<file path="config.mk">
export PLATFORM = sky130hd
export DESIGN_NAME = matmul_mem_agent
export DESIGN_NICKNAME = d
export VERILOG_FILES = /design/src/rtl/matmul_pkg.sv /design/src/rtl/tile_addr_calc.sv /design/src/rtl/matmul_mem_agent.sv
export SDC_FILE = /design/constraint.sdc
export NUM_CORES = 1
export LEC_CHECK = 0
export CAP_MARGIN = 20
export CORE_MARGIN = 3
export CORE_UTILIZATION = 56
export DETAILED_ROUTE_END_ITERATION = 7
export DONT_BUFFER_PORTS = 1
export GPL_TIMING_DRIVEN = 1
export MAX_ROUTING_LAYER = met4
export PLACE_DENSITY_LB_ADDON = 0.15
export RECOVER_POWER = 25
export SLEW_MARGIN = 20
export SYNTH_ARGS = -nofsm -noshare
export SYNTH_HDL_FRONTEND = slang
export SYNTH_SLANG_ARGS = --single-unit
</file>
<file path="constraint.sdc">
create_clock -name Clk -period 2.5 [get_ports Clk]
set_input_delay 0.625 -clock Clk [delete_from_list [all_inputs] [get_ports Clk]]
set_output_delay 0.625 -clock Clk [all_outputs]
set_load 0.005 [all_outputs]
</file>
<file path="src/rtl/matmul_pkg.sv">
// rtl/matmul_pkg.sv - shared encodings for the matrix-multiply memory agent
package matmul_pkg;

    localparam logic [1:0] SEL_J = 2'd0;
    localparam logic [1:0] SEL_K = 2'd1;
    localparam logic [1:0] SEL_L = 2'd2;
    localparam logic [1:0] SEL_M = 2'd3;

    // op_we is {weA,weB,...,weH}, so weA sits in the MSB
    localparam int WE_A = 7;
    localparam int WE_B = 6;
    localparam int WE_C = 5;
    localparam int WE_D = 4;
    localparam int WE_E = 3;
    localparam int WE_F = 2;
    localparam int WE_G = 1;
    localparam int WE_H = 0;

    typedef enum logic [1:0] {
        IDLE = 2'd0,
        RUN  = 2'd1,
        DONE = 2'd2
    } state_t;

endpackage

</file>
<file path="src/rtl/tile_addr_calc.sv">
// rtl/tile_addr_calc.sv - row-major element address: base + row*DIM + col
module tile_addr_calc #(
    parameter int DIM    = 4,
    parameter int ADDR_W = 10
) (
    input  logic [ADDR_W-1:0] base,
    input  logic [ADDR_W-1:0] row,
    input  logic [ADDR_W-1:0] col,
    output logic [ADDR_W-1:0] addr
);

    // Wraps naturally modulo 2^ADDR_W
    assign addr = base + row * ADDR_W'(DIM) + col;

endmodule

</file>
<file path="src/rtl/matmul_mem_agent.sv">
// rtl/matmul_mem_agent.sv - turns matmul controller strobes into operand/result memory addresses
module matmul_mem_agent
    import matmul_pkg::*;
#(
    parameter int DIM    = 4,
    parameter int ADDR_W = 10,
    parameter int X_BASE = 0,
    parameter int Y_BASE = 16,
    parameter int Z_BASE = 32
) (
    input  logic              Clk,
    input  logic              Reset,
    input  logic [7:0]        op_we,
    input  logic              data_we,
    input  logic [1:0]        jklm_select,
    input  logic              next_row,
    input  logic              column,
    output logic              rd_en,
    output logic [ADDR_W-1:0] rd_addr,
    output logic              wr_en,
    output logic [ADDR_W-1:0] wr_addr,
    output logic              mat_done,
    output logic              proto_err
);

    localparam int T     = DIM / 2;
    localparam int PTR_W = (T > 1) ? $clog2(T) : 1;
    localparam logic [PTR_W-1:0] PTR_LAST = PTR_W'(T - 1);

    state_t           state;
    state_t           state_n;
    logic [PTR_W-1:0] r;
    logic [PTR_W-1:0] c;
    logic [PTR_W-1:0] k;

    logic              multi_op;
    logic              err;
    logic              any_strobe;
    logic              last_tile;
    logic              rd_fire;
    logic              wr_fire;
    logic              x_side;
    logic [ADDR_W-1:0] rd_base;
    logic [ADDR_W-1:0] rd_row;
    logic [ADDR_W-1:0] rd_col;
    logic [ADDR_W-1:0] wr_row;
    logic [ADDR_W-1:0] wr_col;
    logic [ADDR_W-1:0] rd_addr_c;
    logic [ADDR_W-1:0] wr_addr_c;

    // Strobe classification, protocol checking and next-state decode
    always_comb begin
        multi_op   = (op_we & (op_we - 8'd1)) != 8'd0;
        err        = multi_op || ((op_we != 8'd0) && data_we);
        any_strobe = (op_we != 8'd0) || data_we || next_row || column;
        last_tile  = (r == PTR_LAST) && (c == PTR_LAST);
        rd_fire    = !err && (op_we != 8'd0);
        wr_fire    = !err && data_we;
        state_n    = state;
        if (column && last_tile) begin
            state_n = DONE;
        end else if (any_strobe) begin
            state_n = RUN;
        end
    end

    // Operand element selection: A..D walk the X tile at (r,k), E..H the Y tile at (k,c)
    always_comb begin
        x_side = op_we[WE_A] | op_we[WE_B] | op_we[WE_C] | op_we[WE_D];
        if (x_side) begin
            rd_base = ADDR_W'(X_BASE);
            rd_row  = (ADDR_W'(r) << 1) + ADDR_W'(op_we[WE_C] | op_we[WE_D]);
            rd_col  = (ADDR_W'(k) << 1) + ADDR_W'(op_we[WE_B] | op_we[WE_D]);
        end else begin
            rd_base = ADDR_W'(Y_BASE);
            rd_row  = (ADDR_W'(k) << 1) + ADDR_W'(op_we[WE_G] | op_we[WE_H]);
            rd_col  = (ADDR_W'(c) << 1) + ADDR_W'(op_we[WE_F] | op_we[WE_H]);
        end
        // J/K share the top row of the Z tile, K/M the right column
        wr_row = (ADDR_W'(r) << 1) + ADDR_W'(jklm_select[1]);
        wr_col = (ADDR_W'(c) << 1) + ADDR_W'(jklm_select[0]);
    end

    tile_addr_calc #(.DIM(DIM), .ADDR_W(ADDR_W)) u_rd_calc (
        .base (rd_base),
        .row  (rd_row),
        .col  (rd_col),
        .addr (rd_addr_c)
    );

    tile_addr_calc #(.DIM(DIM), .ADDR_W(ADDR_W)) u_wr_calc (
        .base (ADDR_W'(Z_BASE)),
        .row  (wr_row),
        .col  (wr_col),
        .addr (wr_addr_c)
    );

    // Registered outputs, tile pointers and pass FSM
    always_ff @(posedge Clk) begin
        if (Reset) begin
            state     <= IDLE;
            r         <= '0;
            c         <= '0;
            k         <= '0;
            rd_en     <= 1'b0;
            rd_addr   <= '0;
            wr_en     <= 1'b0;
            wr_addr   <= '0;
            mat_done  <= 1'b0;
            proto_err <= 1'b0;
        end else begin
            rd_en <= rd_fire;
            wr_en <= wr_fire;
            if (rd_fire) begin
                rd_addr <= rd_addr_c;
            end
            if (wr_fire) begin
                wr_addr <= wr_addr_c;
            end
            if (err) begin
                proto_err <= 1'b1;
            end

            // column outranks next_row; both only move pointers after this cycle's addresses
            if (column) begin
                k <= '0;
                if (c == PTR_LAST) begin
                    c <= '0;
                    r <= (r == PTR_LAST) ? '0 : r + 1'b1;
                end else begin
                    c <= c + 1'b1;
                end
            end else if (next_row) begin
                k <= (k == PTR_LAST) ? '0 : k + 1'b1;
            end

            state    <= state_n;
            mat_done <= (state_n == DONE);
        end
    end

endmodule

</file>
== Word-level counts from Yosys, hierarchy flattened ==
Cells that the tools add are included.
Storage, ports and cells
  bits in registers: 29
  input port bits: 15
  output and inout bits: 24
  logic and storage cells: 55
Operators by class
  add/sub/neg operators: 14
  eq/ne operators: 1
  mux-type cells: 8
  bitwise logic cells: 8
  reduce and logical (&&, ||, !) cells: 14
Operator list (count)
  adder 2 x 1 -> 3 bit: 6
  nonzero test 8 bit: 2
  adder 10 bit: 1
  adder 10 x 3 -> 10 bit: 1
  adder 5 x 10 -> 10 bit: 1
  2-to-1 mux 10 bit: 1
  bitwise AND 8 bit: 1
  2-to-1 mux 8 bit: 1
  subtractor 8 x 1 -> 8 bit, second input constant: 1
  adder 6 x 5 -> 7 bit, first input constant: 1
  OR 1 bit: 7
  logical AND 1 bit: 5
  2-to-1 mux 5 bit: 1
  logical OR 1 bit: 4
  2-to-1 mux 2 bit: 2
  adder 1 bit, second input constant: 3
  2-to-1 mux 1 bit: 3
  == test 2 bit, second input constant: 1
  AND reduction 2 bit: 1
  OR reduction 2 bit: 1
  logical NOT 1 bit: 1

== Logic depth before layout (Yosys ltp) ==
Gate-level depths: netlist (run 1).
  depth in word-level cells: 7
  mapped depth: 6
  depth with buffers taken out: 5

== By module ==
From an unflattened synthesis (run 1), not the netlist that was laid out.
Unflattened totals
  cell total of the unflattened synthesis: 264
  area, all modules: 2359.8 um^2
Modules (own cells, without submodules)
  matmul_mem_agent: times used 1, cells each 144, area an instance 1234.9 um^2, sequential area each 580.6 um^2
  tile_addr_calc (u_rd_calc): times used 1, cells each 63, area an instance 578.1 um^2, sequential area each 0.0 um^2
  tile_addr_calc (u_wr_calc): times used 1, cells each 57, area an instance 546.8 um^2, sequential area each 0.0 um^2

== Least setup slack after synthesis (run 1) ==
No wires, ideal clock.
  kind: input-to-reg
  from: input port op_we[2]
  to: register rd_addr[0]
  library setup time: 0.095 ns
  data arrival time: 2.067 ns
  required time: 2.405 ns
  path slack: 0.337 ns
  cell stages on the path: 6
  buffers on the path: 1
  cells stage by stage: or4_4 > buf_6 > a211oi_4 > o221a_4 > o21ai_2 > a221oi_1
On the way
  word-level cells in the longest chain between the ends: 6
  elaborated cells on any way between the ends: 12
  classes of those cells: 3 x add/sub; 1 x mux; 2 x bitwise; 6 x reduce/logical
Ends and longest elaborated chain
  start: declaration: line matmul_mem_agent.sv:13  | input logic [7:0] op_we,
  branches (longest 6 deep; another with adder 10 bit)
  end signal: assignment: line matmul_mem_agent.sv:115  | rd_addr <= rd_addr_c;
  end: declaration: line matmul_mem_agent.sv:19  | output logic [ADDR_W-1:0] rd_addr,
Several ways; the timed one is not identified.
A chain may end at the register's enable or synchronous reset.

== Worst setup path in the final report (run 1) ==
  from: input port op_we[2]
  to: register rd_addr[1]
The elaborated chain is that of the path after synthesis.

==> out/summary.md, run 1 <==
The flow ran to the end, and the final reports show no timing, DRC or antenna violations. The number of buffers created by CTS is 3. Power comes to 0.0005000 W. STA puts the critical path data required time at 2.70 ns. For this design, the CTS-stage hold fixing added 0 buffers. The initial antenna violation count came out at 0.

The first detailed-routing pass ran for 4 iterations. The tools report the via count of the first global-routing pass as 618. After clock tree synthesis, the clock-pin slew on the worst setup and hold paths is 0.10 ns. Buffers added to address setup during post-CTS repair amount to 0.

The first-pass GRT wire length is 2546 um. The source-to-sink clock delay at the later pin of the worst-skew pair is 0.29 ns, and the distinct cell type count after synthesis is 27. Setup repair after global routing left no endpoint under its margin. The minimum setup slack in the final design was 0.5612 ns; the simple-gate portion of the synthesized area was 20.88%. Counting along the longest clock path gives a buffer depth of 2. Area added between synthesis and finish: -1.511%. Cells with a size suffix above 1 make up 10.89% of the layout. After detailed placement, the design holds a cell count of 112. Global routing consumed, over all layers together, 16.63% of the routing resources. The number of H-tree branching levels was 1. The initial utilization of the core area, before any placement, comes to 64.37%.

The run gives 0.7635 as the placer congestion estimate. The mean cell area of the mapped netlist is 9.019 um2. Beginning of the worst register-to-register path: c.

The floorplan has 13 rows. The largest total area in the synthesized netlist belongs to sky130_fd_sc_hd__dfxtp_1. Worst clock skew: 0.0008466 ns. For this run, the number of standard cells in the final layout without fillers is 116.

Summing the sequential cell areas from Yosys gives 41.76% of the chip area. The critical path goes through or4_4 > a211oi_4 > o221a_4 > o21ai_2 > a221oi_1. The worst register-to-register path has a setup slack of 1.62 ns.

Of the total synthesized cell area, the portion taken by full adders, half adders and majority gates is 0%. By area the synthesized netlist is led by sky130_fd_sc_hd__dfxtp_1 42%, sky130_fd_sc_hd__buf_4 8.2%, sky130_fd_sc_hd__a21oi_1 4.9%. The worst setup path is captured at a flip-flop. The count of final hold-check violations is 0, and the area of the die is 2146 um2. After clock tree synthesis, the repair step resized 0 gates.

TritonCTS built the clock tree. The tools report the start point of the worst hold path as Reset. Wires add up to 1570 um. The complex-gate fraction of the synthesized area was 20.88%.

In this run the power density over the cells is 557.3 nW/um2. During placement, the flow inserted port buffers numbering 0. The run gives 0.2545 ns as the setup slack at placement. The largest family of logic cells by synthesized area was compound AO/OA/AOI/OAI gates. The depth of the worst hold-timing path is 1.

The run gives 0.3319 mV as the peak supply drop. The floorplan core area was 1415 um2. The worst register-to-register path has a depth of 2. In this run the cell area of the synthesized design comes to 910.9 um2.

After routing, the total negative slack on setup checks comes to 0 ns. The number of sinks driven by the clock tree was 19. The end of the worst hold path is wr_addr[5]. The met3 usage in global routing was 5.078%; the max-capacitance violation count was 0. For this run, the slowest stage of the critical path takes 0.61 ns.

The number of DRC violations after detailed routing was 0; the die width was 46.33 um. In the final layout, flip-flops and latches occupy 380.4 um2. The total number of vias was 695; the pin count of the biggest net entering global routing was 20. The startpoint type of the worst setup path is a primary input. The maximum fanout count along the critical path was 9. After Yosys synthesis, XOR and XNOR cells account for 2.885% of the synthesized area. The max-slew violation total from the final report was 0; the post-detailed-route count of antenna-violating nets was 0. The net count of the finished layout is 117.

After synthesis, the share of cell area in mux cells is 0%. After detailed routing, the number of vias per cell comes to 5.991. The tree is rooted in a sky130_fd_sc_hd__clkbuf_4. For this run the aggregate overflow at the end of global routing stands at 0. In the final routed layout, each cell accounts on average for 13.53 um.

The critical path is of the in2reg type. Synthesis inferred 19 register bits. Measured along the y axis, the die boundary spans 46.33 um. The tightest min-delay check is of the in2reg type. In the synthesized netlist, the number of instances is 101. In this run the count of I/O pins placed on the die edge is 39. At the worst endpoint, the arrival time is 2.14 ns. The slowest stage of the critical path belongs to the cell sky130_fd_sc_hd__or4_4.

The violation count after the first detailed-routing iteration was 9; the met2 track utilization from global routing was 26.65%. Global routing used 19.76% of the available met1 tracks. Share of the cycle needed by the critical path after routing: 77.55%. The area of the multi-input gates was 444.2 um2. The core occupancy in the finished layout is 63.40%, and the post-detailed-placement half-perimeter wirelength is 1208 um.

0 antenna diodes ended up in the layout. Counting I/O delays and the setup requirement, the final critical path takes 1.939 ns. Share of the synthesized area in the top cell type: 41.76%. The count of yosys warnings during synthesis is 0.

The global routing stage identified its most utilized layer as met2. Timing would allow up to 515.8 MHz. The leakage power total was 0.3406 nW; the total setup violations reported at the end of the flow was 0. Fill cells in the final layout number 125.

In this run the critical register-to-register path is captured at rd_addr[1].
## state kept, by name (all words and copies together) (netlist names)
name,count
c,1
wr_addr,5
r,1
rd_en,1
state,2
rd_addr,5
mat_done,1
proto_err,1
k,1
wr_en,1
## how the worst max path moves through the flow
| stage | startpoint | to | slack [ns] | depth (start not counted) |
|---|---|---|---|---|
| 2_1_floorplan | op_we[2] | rd_addr[0] | 0.34 | 6 |
| 3_3_place_gp | op_we[2] | rd_addr[3] | 0.32 | 5 |
| 3_5_place_dp | op_we[2] | rd_addr[1] | 0.25 | 5 |
| 4_1_cts | op_we[2] | rd_addr[1] | 0.55 | 5 |
| 5_1_grt | op_we[2] | rd_addr[3] | 0.53 | 5 |
| 6_report | op_we[2] | rd_addr[1] | 0.56 | 5 |
## cell families after synthesis
logic type / Yosys count
buffers and inverters: 20
AO/OA/AOI/OAI: 25
XOR/XNOR: 3
flip-flops: 19
other: 1
AND/OR/NAND/NOR: 33
## layout by cell type, fill, tap and decap left out, types with 3 or more instances in the layout
cell                        n
sky130_fd_sc_hd__dfxtp_1   19
sky130_fd_sc_hd__conb_1    10
sky130_fd_sc_hd__a21oi_1    9
sky130_fd_sc_hd__nor3_1     9
sky130_fd_sc_hd__inv_1      7
sky130_fd_sc_hd__nand2_1    7
sky130_fd_sc_hd__nand3_1    6
sky130_fd_sc_hd__a221oi_1   4
sky130_fd_sc_hd__nor2_1     4
sky130_fd_sc_hd__a211oi_1   3
sky130_fd_sc_hd__clkbuf_4   3
## through the flow
stage | hold WS (ns) | cell area, um2
floorplan | 0.4314 | 944.7
detailed placement | 0.4538 | 869.6
finish | 0.3868 | 897.1
global route | 0.3560 | 897.1
global placement | 0.4454 | 869.6
CTS | 0.3781 | 897.1
## cells in the mapped netlist
cell type / instances
sky130_fd_sc_hd__nand3_1: 6
sky130_fd_sc_hd__clkbuf_1: 2
sky130_fd_sc_hd__nor2_1: 4
sky130_fd_sc_hd__a211oi_1: 3
sky130_fd_sc_hd__nand2_1: 7
sky130_fd_sc_hd__buf_6: 1
sky130_fd_sc_hd__nor3_1: 9
sky130_fd_sc_hd__a211oi_4: 1
sky130_fd_sc_hd__o21ai_2: 1
sky130_fd_sc_hd__a21oi_1: 9
sky130_fd_sc_hd__xnor2_1: 2
sky130_fd_sc_hd__xor2_1: 1
sky130_fd_sc_hd__conb_1: 1
sky130_fd_sc_hd__or4_4: 2
sky130_fd_sc_hd__a31oi_1: 1
sky130_fd_sc_hd__nor4_1: 2
sky130_fd_sc_hd__nor2_8: 1
sky130_fd_sc_hd__o21a_1: 2
sky130_fd_sc_hd__inv_1: 7
sky130_fd_sc_hd__o21ai_0: 1
sky130_fd_sc_hd__nor3b_2: 1
sky130_fd_sc_hd__buf_4: 10
sky130_fd_sc_hd__o22ai_1: 2
sky130_fd_sc_hd__nand2b_1: 1
sky130_fd_sc_hd__o221a_4: 1
sky130_fd_sc_hd__a221oi_1: 4
sky130_fd_sc_hd__dfxtp_1: 19
## area by class of cell
class | count | area share (%)
inverter | 7 | 2.929
clock buffer | 3 | 2.510
tap | 15 | 2.092
clock inverter | 1 | 0.5579
multi-input combinational | 71 | 49.51
sequential | 19 | 42.40
## metal layers
layer  share of wire (%)  routed length [um]  vias to the layer above
met1                  42                 666                      309
met4                   0                   0                        0
met3                  13                 201                        0
met5                   0                   0                        -
li1                    -                   -                      343
met2                  45                 702                       43
## worst max-delay path, delay by kind of cell
kind / cells / cell delay (ns)
compound gates: 4 / 0.91
simple gates: 1 / 0.61
## where the power goes
group	total [W]	switching (W)	leakage, nW	internal [W]
Clock	0.000150	0.0000910	0.0177	0.0000594
Sequential	0.000317	0.00000718	0.154	0.000310
Combinational	0.0000327	0.0000167	0.169	0.0000160
Total	0.000500	0.000115	0.341	0.000385
Note: power is estimated with default switching activity, not from simulation.
==> run 2, diff against run 1 <==
CORE_UTILIZATION = 53   (was 56)
clock period = 1.7 ns   (was 2.5 ns; I/O delays follow)
==> run 2 against run 1 <==
Net effect: core utilization down 1.5 points; design area up 7.5%; wire length down 2.0%; global-route usage down 1.7 points; clock skew up 0.0059 ns; critical path depth unchanged; largest power group unchanged; highest routed layer is now met4.
==> out/summary.md, run 2 (same netlist as run 1, synthesis figures left out) <==
The flow ran to the end, and the final reports show no timing, DRC or antenna violations. The die width is 47.46 um (+2.4%), and the number of buffers created by CTS is 3 (unchanged). The number of H-tree branching levels was 1 (unchanged); the number of sinks driven by the clock tree was 19 (unchanged). The switching share of total power is 23.10% (+0.12 points), and the internal power contribution is 0.0005694 W (+48%).

The total setup violations reported at the end of the flow was 0 (unchanged); the fraction of layout cells with a size suffix above 1 was 19.05% (+8.2 points). The total negative slack for setup checks was 0 ns (unchanged); the initial core utilization was 58.43% (-5.9 points). Per-cell via count in the routed design: 5.785 (-3.4%). The pin count of the biggest net entering global routing is 20 (unchanged), and the length of the first detailed-routing pass in iterations is 4 (unchanged).

The share of the cycle needed by the critical path after routing came out at 91.31%. The buffers plus inverters on the worst setup path came out at 0 (unchanged). The logs give 700 (+0.72%) for the total number of vias and 29.9% (-0.2 points) for the share of total power in the clock network. The family with the most delay on the worst path was compound AO/OA/AOI/OAI gates. Max-slew violation total from the final report: 0 (unchanged).

The signal on the critical path passes through or4_4 > a21oi_2 > o221a_4 > o21ai_4 > a221oi_2. The tools report the required arrival time at the worst endpoint as 1.91 ns (-0.79 ns). The total power density per cell area is 767.6 nW/um2 (+38%). The count of final hold-check violations is 0 (unchanged), and the final-stage net count is 121 (+3.4%). Static timing analysis puts the maximum clock frequency at 644.2 MHz.

The maximum fanout count along the critical path was 5 (-4). Detailed-route wire length: 1538 um (-2.0%). The clock-pin slew on the worst setup and hold paths came out at 0.11 ns (about the same). The average wire per standard cell works out to 12.71 um (-6.1%). The top cell types in the final layout, fill and taps aside, are 19 x sky130_fd_sc_hd__dfxtp_1, 10 x sky130_fd_sc_hd__conb_1, 9 x sky130_fd_sc_hd__nor3_1, 8 x sky130_fd_sc_hd__a21oi_1. The total routing resource utilization after global routing was 14.92% (-1.7 points); the peak supply drop was 0.3702 mV (+12%).

The number of input and output port buffers inserted is 0 (unchanged). Setup repair after global routing left no endpoint under its margin. The count of cells resized by post-cts repair was 0 (unchanged).

The tools report the register share of total power as 62.9% (-0.5 points). The first-pass GRT wire length came out at 2318 um (-9.0%). The number of standard-cell rows in the floorplan is 14 (+1), and the max-capacitance violation count is 0 (unchanged). The logs give 7.2% (+0.7 points) for the proportion of power drawn by combinational gates and 0 (unchanged) for the number of buffers inserted for hold repair after clock tree synthesis. The total inserted antenna cells is 0 (unchanged). For the post-detailed-placement half-perimeter wirelength, the log shows 1198 um (-0.82%).

The area of the die was 2252 um2 (+4.9%). The number of setup buffers added after CTS is 0 (unchanged). TritonCTS built the clock tree.

Floorplan core area: 1559 um2 (+10%). The worst setup path is of the in2reg kind. The data arrival time of the worst path is 1.76 ns (-0.38 ns). Type of the worst min-delay path: in2reg. The startpoint type of the worst setup path was a primary input. The via count of the first global-routing pass is 566 (-8.4%). The worst setup path is captured at a flip-flop. The deepest clock path buffer count was 2 (unchanged); the I/O pin total was 39 (unchanged). Relative to the synthesized area, the layout overhead comes to 5.907%. The leakage power total is 0.3580 nW (+5.1%), and the worst clock skew is 0.006768 ns (+0.005921 ns). The residual overflow from global routing is 0 (unchanged), and the worst slack on hold paths is 0.1782 ns (-0.2086 ns).

The run gives 0 (unchanged) as the number of DRC violations after detailed routing. For the placer congestion estimate, the log shows 0.6828 (-11%). The largest incremental delay on the critical path was 0.60 ns (about the same); the violation count after the first detailed-routing iteration was 9 (unchanged).

The shortest clock period the worst path allows after layout came out at 1.552 ns. The clock root buffer master is sky130_fd_sc_hd__clkbuf_4. The logs give 0.29 ns (about the same) for the source-to-sink clock delay at the later pin of the worst-skew pair and 0 (unchanged) for the initial antenna violation count. Among all stages on the critical path, the largest delay is contributed by sky130_fd_sc_hd__or4_4. The largest registers in the layout are rd_addr: 5 flops, wr_addr: 5 flops, state: 2 flops. The vertical die dimension is 47.46 um (+2.4%). The leading cell type in the layout, fill and taps excluded is sky130_fd_sc_hd__dfxtp_1. Net switching power: 0.0001711 W (+49%). Post-detailed-route count of antenna-violating nets: 0 (unchanged).
## run 2: changes by cell type in the layout (fill, tap and decap cells not counted)
cell                       before  now
sky130_fd_sc_hd__a21oi_2        0    1
sky130_fd_sc_hd__a221oi_2       0    4
sky130_fd_sc_hd__a221oi_1       4    0
sky130_fd_sc_hd__o21ai_2        1    0
sky130_fd_sc_hd__o21ai_4        0    1
sky130_fd_sc_hd__buf_4          0    4
sky130_fd_sc_hd__a21oi_1        9    8
## run 2: power groups by stage
stage	Sequential [W]	Combinational (W)	Clock [W]
3_5_place_dp	0.000476	0.0000527	0
3_3_place_gp	0.000475	0.0000522	0
6_report	0.000466	0.0000533	0.000222
5_1_grt	0.000467	0.0000597	0.000243
4_1_cts	0.000466	0.0000528	0.000230
2_1_floorplan	0.000473	0.0000713	0
## run 2: metal layers
| metal | part of all wire, % | wire, um | track usage (%) | vias to the layer above |
|---|---|---|---|---|
| met5 | 0 | 0 | - | - |
| met4 | 0.39 | 6 | 6.630 | 0 |
| met3 | 10 | 161 | 5.639 | 2 |
| met2 | 46 | 715 | 22.99 | 39 |
| met1 | 43 | 655 | 17.08 | 311 |
| li1 | - | - | - | 348 |
## run 2: stage by stage
| step | util (%) | setup slack [ns] | cells | total power (W) | instance area [um2] |
|---|---|---|---|---|---|
| global route | 61.88 | 0.09499 | 121 | 0.0007702 | 964.7 |
| finish | 61.88 | 0.1478 | 121 | 0.0007405 | 964.7 |
| global placement | 60.11 | -0.1249 | 117 | 0.0005276 | 937.1 |
| detailed placement | 60.11 | -0.1620 | 117 | 0.0005283 | 937.1 |
| CTS | 61.88 | 0.1462 | 121 | 0.0007487 | 964.7 |
| floorplan | - | -0.2303 | 110 | 0.0005445 | 984.7 |
## run 2: final cells by class
| cell class | count | area [um2] |
|---|---|---|
| Clock buffer | 3 | 22.52 |
| Clock inverter | 1 | 5.005 |
| Fill cell | 133 | 594.3 |
| Inverter | 7 | 26.28 |
| Multi-Input combinational cell | 71 | 480.5 |
| Sequential cell | 19 | 380.4 |
| Tap cell | 16 | 20.02 |
| Timing Repair Buffer | 4 | 30.03 |
## run 2: worst paths after layout
check / start / endpoint / slack, ns / cells after the start
worst max register to register: c / mat_done / 0.85 / 3
worst min register to register: proto_err / proto_err / 0.46 / 2
worst max-delay path: op_we[2] / rd_addr[2] / 0.15 / 5
worst min-delay path: Reset / rd_addr[1] / 0.18 / 1
==> run 3, diff against run 2 <==
CORE_UTILIZATION = 56   (was 53)
clock period = 1.8 ns   (was 1.7 ns; I/O delays follow)
==> run 3 against run 2 <==
Net effect: first-iteration DRC count grew 22%; worst setup slack improved by 0.057 ns; clock skew down 0.0052 ns; register-to-register slack improved by 0.10 ns; final cell count fell by 0.83%; global-route usage up 2.8 points; largest cell class unchanged.
==> out/summary.md, run 3 (same netlist as run 1, synthesis figures left out) <==
The run finished with clean final reports. The tools report the post-detailed-placement half-perimeter wirelength as 1267 um (+5.8%). The total number of vias was 713 (+1.9%). Maximum fanout count along the critical path: 5 (unchanged). For the via count of the first global-routing pass, the log shows 634 (+12%). Die width: 46.33 um (-2.4%). For the number of sinks driven by the clock tree, the log shows 19 (unchanged).

The post-route total power was 0.0007054 W (-4.7%); the slew at the pin with the worst max-slew slack was 0.5193 ns. The per-cell via count in the routed design was 5.942 (+2.7%). For the final-stage net count, the log shows 121 (unchanged). The logs give 4 (unchanged) for the length of the first detailed-routing pass in iterations and 2 (unchanged) for the deepest clock path buffer count.

In this run the most critical hold path is launched from Reset. The run gives 0.7713 (+13%) as the placer congestion estimate. The max-slew violation total from the final report was 0 (unchanged). Number of DRC violations after detailed routing: 0 (unchanged).

The total routing resource utilization after global routing is 17.69% (+2.8 points), and the share of the cycle needed by the critical path after routing is 88.60%. The slowest cell on the critical path is sky130_fd_sc_hd__or4_4. The number of input and output port buffers inserted was 0 (unchanged); the post-detailed-placement cell area was 935.9 um2 (-0.13%).

For the first-pass GRT wire length, the log shows 2635 um (+14%). The top cell types in the final layout, fill and taps aside, are 19 x sky130_fd_sc_hd__dfxtp_1, 10 x sky130_fd_sc_hd__conb_1, 9 x sky130_fd_sc_hd__nor3_1, 8 x sky130_fd_sc_hd__a21oi_1. The path with the worst hold slack has its endpoint at rd_addr[2]. The logs give 0 (unchanged) for the post-detailed-route count of antenna-violating nets and 0 (unchanged) for the number of buffers inserted for hold repair after clock tree synthesis. Source-to-sink clock delay at the later pin of the worst-skew pair: 0.29 ns (about the same).

Setup repair after global routing left no endpoint under its margin. The run gives 11 (+2) as the violation count after the first detailed-routing iteration. Initial antenna violation count: 0 (unchanged). The floorplan core area came out at 1415 um2 (-9.2%). The depth of the worst hold-timing path is 1 (unchanged), and the largest incremental delay on the critical path is 0.60 ns (about the same). The worst register-to-register path ends at rd_addr[3].

The worst clock skew is 0.001535 ns (-0.005232 ns). The run gives 0 (unchanged) as the total inserted antenna cells. The family with the most delay on the worst path is compound AO/OA/AOI/OAI gates.

The required arrival time at the worst endpoint came out at 2.01 ns (+0.10 ns). TritonCTS built the clock tree. The residual overflow from global routing was 0 (unchanged).

The number of setup buffers added after CTS was 0 (unchanged); the total power density per cell area was 732.2 nW/um2 (-4.6%). The leading cell type in the layout, fill and taps excluded is sky130_fd_sc_hd__dfxtp_1. The number of H-tree branching levels came out at 1 (unchanged).

Traced cell by cell, the critical path runs through or4_4 > a21oi_2 > o221a_4 > o21ai_4 > a221oi_2. The tools report the beginning of the worst register-to-register path as r. The count of final hold-check violations came out at 0 (unchanged). The tightest min-delay check is of the in2reg type.

The smallest clock period supported by the final layout is computed as 1.595 ns. The cell depth of the worst flop-to-flop path came out at 2 (-1). The clock-pin slew on the worst setup and hold paths is 0.11 ns (about the same). The logs give 0.95 ns (+0.10 ns) for the setup slack of the worst register-to-register path and 0 (unchanged) for the total setup violations reported at the end of the flow. The fraction of layout cells with a size suffix above 1 is 19.05% (unchanged).

Clock root buffer master: sky130_fd_sc_hd__clkbuf_4. The tools report the peak supply drop as 0.4116 mV (+11%). The number of standard-cell rows in the floorplan was 13 (-1); the design area was 963.4 um2 (-0.13%).

The run gives 2146 um2 (-4.7%) as the area of the die. The detailed-route wire length was 1640 um (+6.6%); the I/O pin total was 39 (unchanged). Kind of end point of the critical path: a flip-flop. The vertical die dimension is 46.33 um (-2.4%).

Headroom to the max-slew limit came out at 65.06%. The count of cells resized by post-cts repair is 0 (unchanged), and the average wire per standard cell is 13.67 um (+7.5%). The leakage power total is 0.3580 nW (unchanged). The largest registers in the layout are rd_addr: 5 flops, wr_addr: 5 flops, state: 2 flops.

The area added between synthesis and finish was 5.769%; the number of buffers created by CTS was 3 (unchanged). The initial core utilization was 64.37% (+5.9 points). STA classifies the critical path startpoint as a primary input.

The cell count along the critical path is 5 (unchanged), and the max-capacitance violation count is 0 (unchanged). The buffers plus inverters on the worst setup path is 0 (unchanged). Type of the worst setup path: in2reg. Static timing analysis puts the maximum clock frequency at 627.1 MHz. The pin count of the biggest net entering global routing was 20 (unchanged). The run gives 1.81 ns (+0.05 ns) as the data arrival time of the worst path.
==> run 3: worst reg2reg max path, stage by stage, from the launching register on <==
cell and delay, ns:
sky130_fd_sc_hd__dfxtp_1 0.41, sky130_fd_sc_hd__o22ai_1 0.13, sky130_fd_sc_hd__a221oi_2 0.23
==> run 3: cell type report <==
cell class	instances	area (um2)
fill	120	451.7
multi-input combinational	71	480.5
inverter	7	26.28
timing repair buffer	4	30.03
sequential	19	380.4
clock inverter	1	5.005
clock buffer	3	22.52
tap	15	18.77
==> run 3: layer usage <==
layer	share of wire, %	vias to the layer above	GRT usage [%]
li1	-	354	-
met1	41	318	20.00
met2	46	39	29.12
met3	12	2	6.250
met4	0.73	0	5.114
met5	0	-	-
==> run 3: worst max-delay path by stage <==
stage	startpoint	end	slack [ns]
floorplan	op_we[2]	rd_addr[0]	-0.16
global placement	op_we[2]	rd_addr[3]	-0.05
detailed placement	op_we[2]	rd_addr[0]	-0.13
CTS	op_we[2]	rd_addr[0]	0.19
global route	op_we[2]	rd_addr[0]	0.14
finish	op_we[2]	rd_addr[0]	0.21
==> run 3: report_power, final <==
part	internal [W]	total, W	leakage (nW)	switching [W]
combinational	0.0000250	0.0000513	0.186	0.0000264
sequential	0.000430	0.000440	0.154	0.00000967
clock	0.0000828	0.000214	0.0177	0.000131
==> run 3: stage by stage <==
stage / TNS [ns] / instances / util, % / setup slack, ns / hold WS (ns)
2_1_floorplan: -0.7219 / 110 / - / -0.1553 / 0.4316
3_3_place_gp: -0.2618 / 116 / 66.14 / -0.04909 / 0.4455
3_5_place_dp: -0.5192 / 116 / 66.14 / -0.1298 / 0.4546
4_1_cts: 0 / 120 / 68.08 / 0.1855 / 0.1926
5_1_grt: 0 / 120 / 68.08 / 0.1434 / 0.1739
6_report: 0 / 120 / 68.08 / 0.2053 / 0.2042
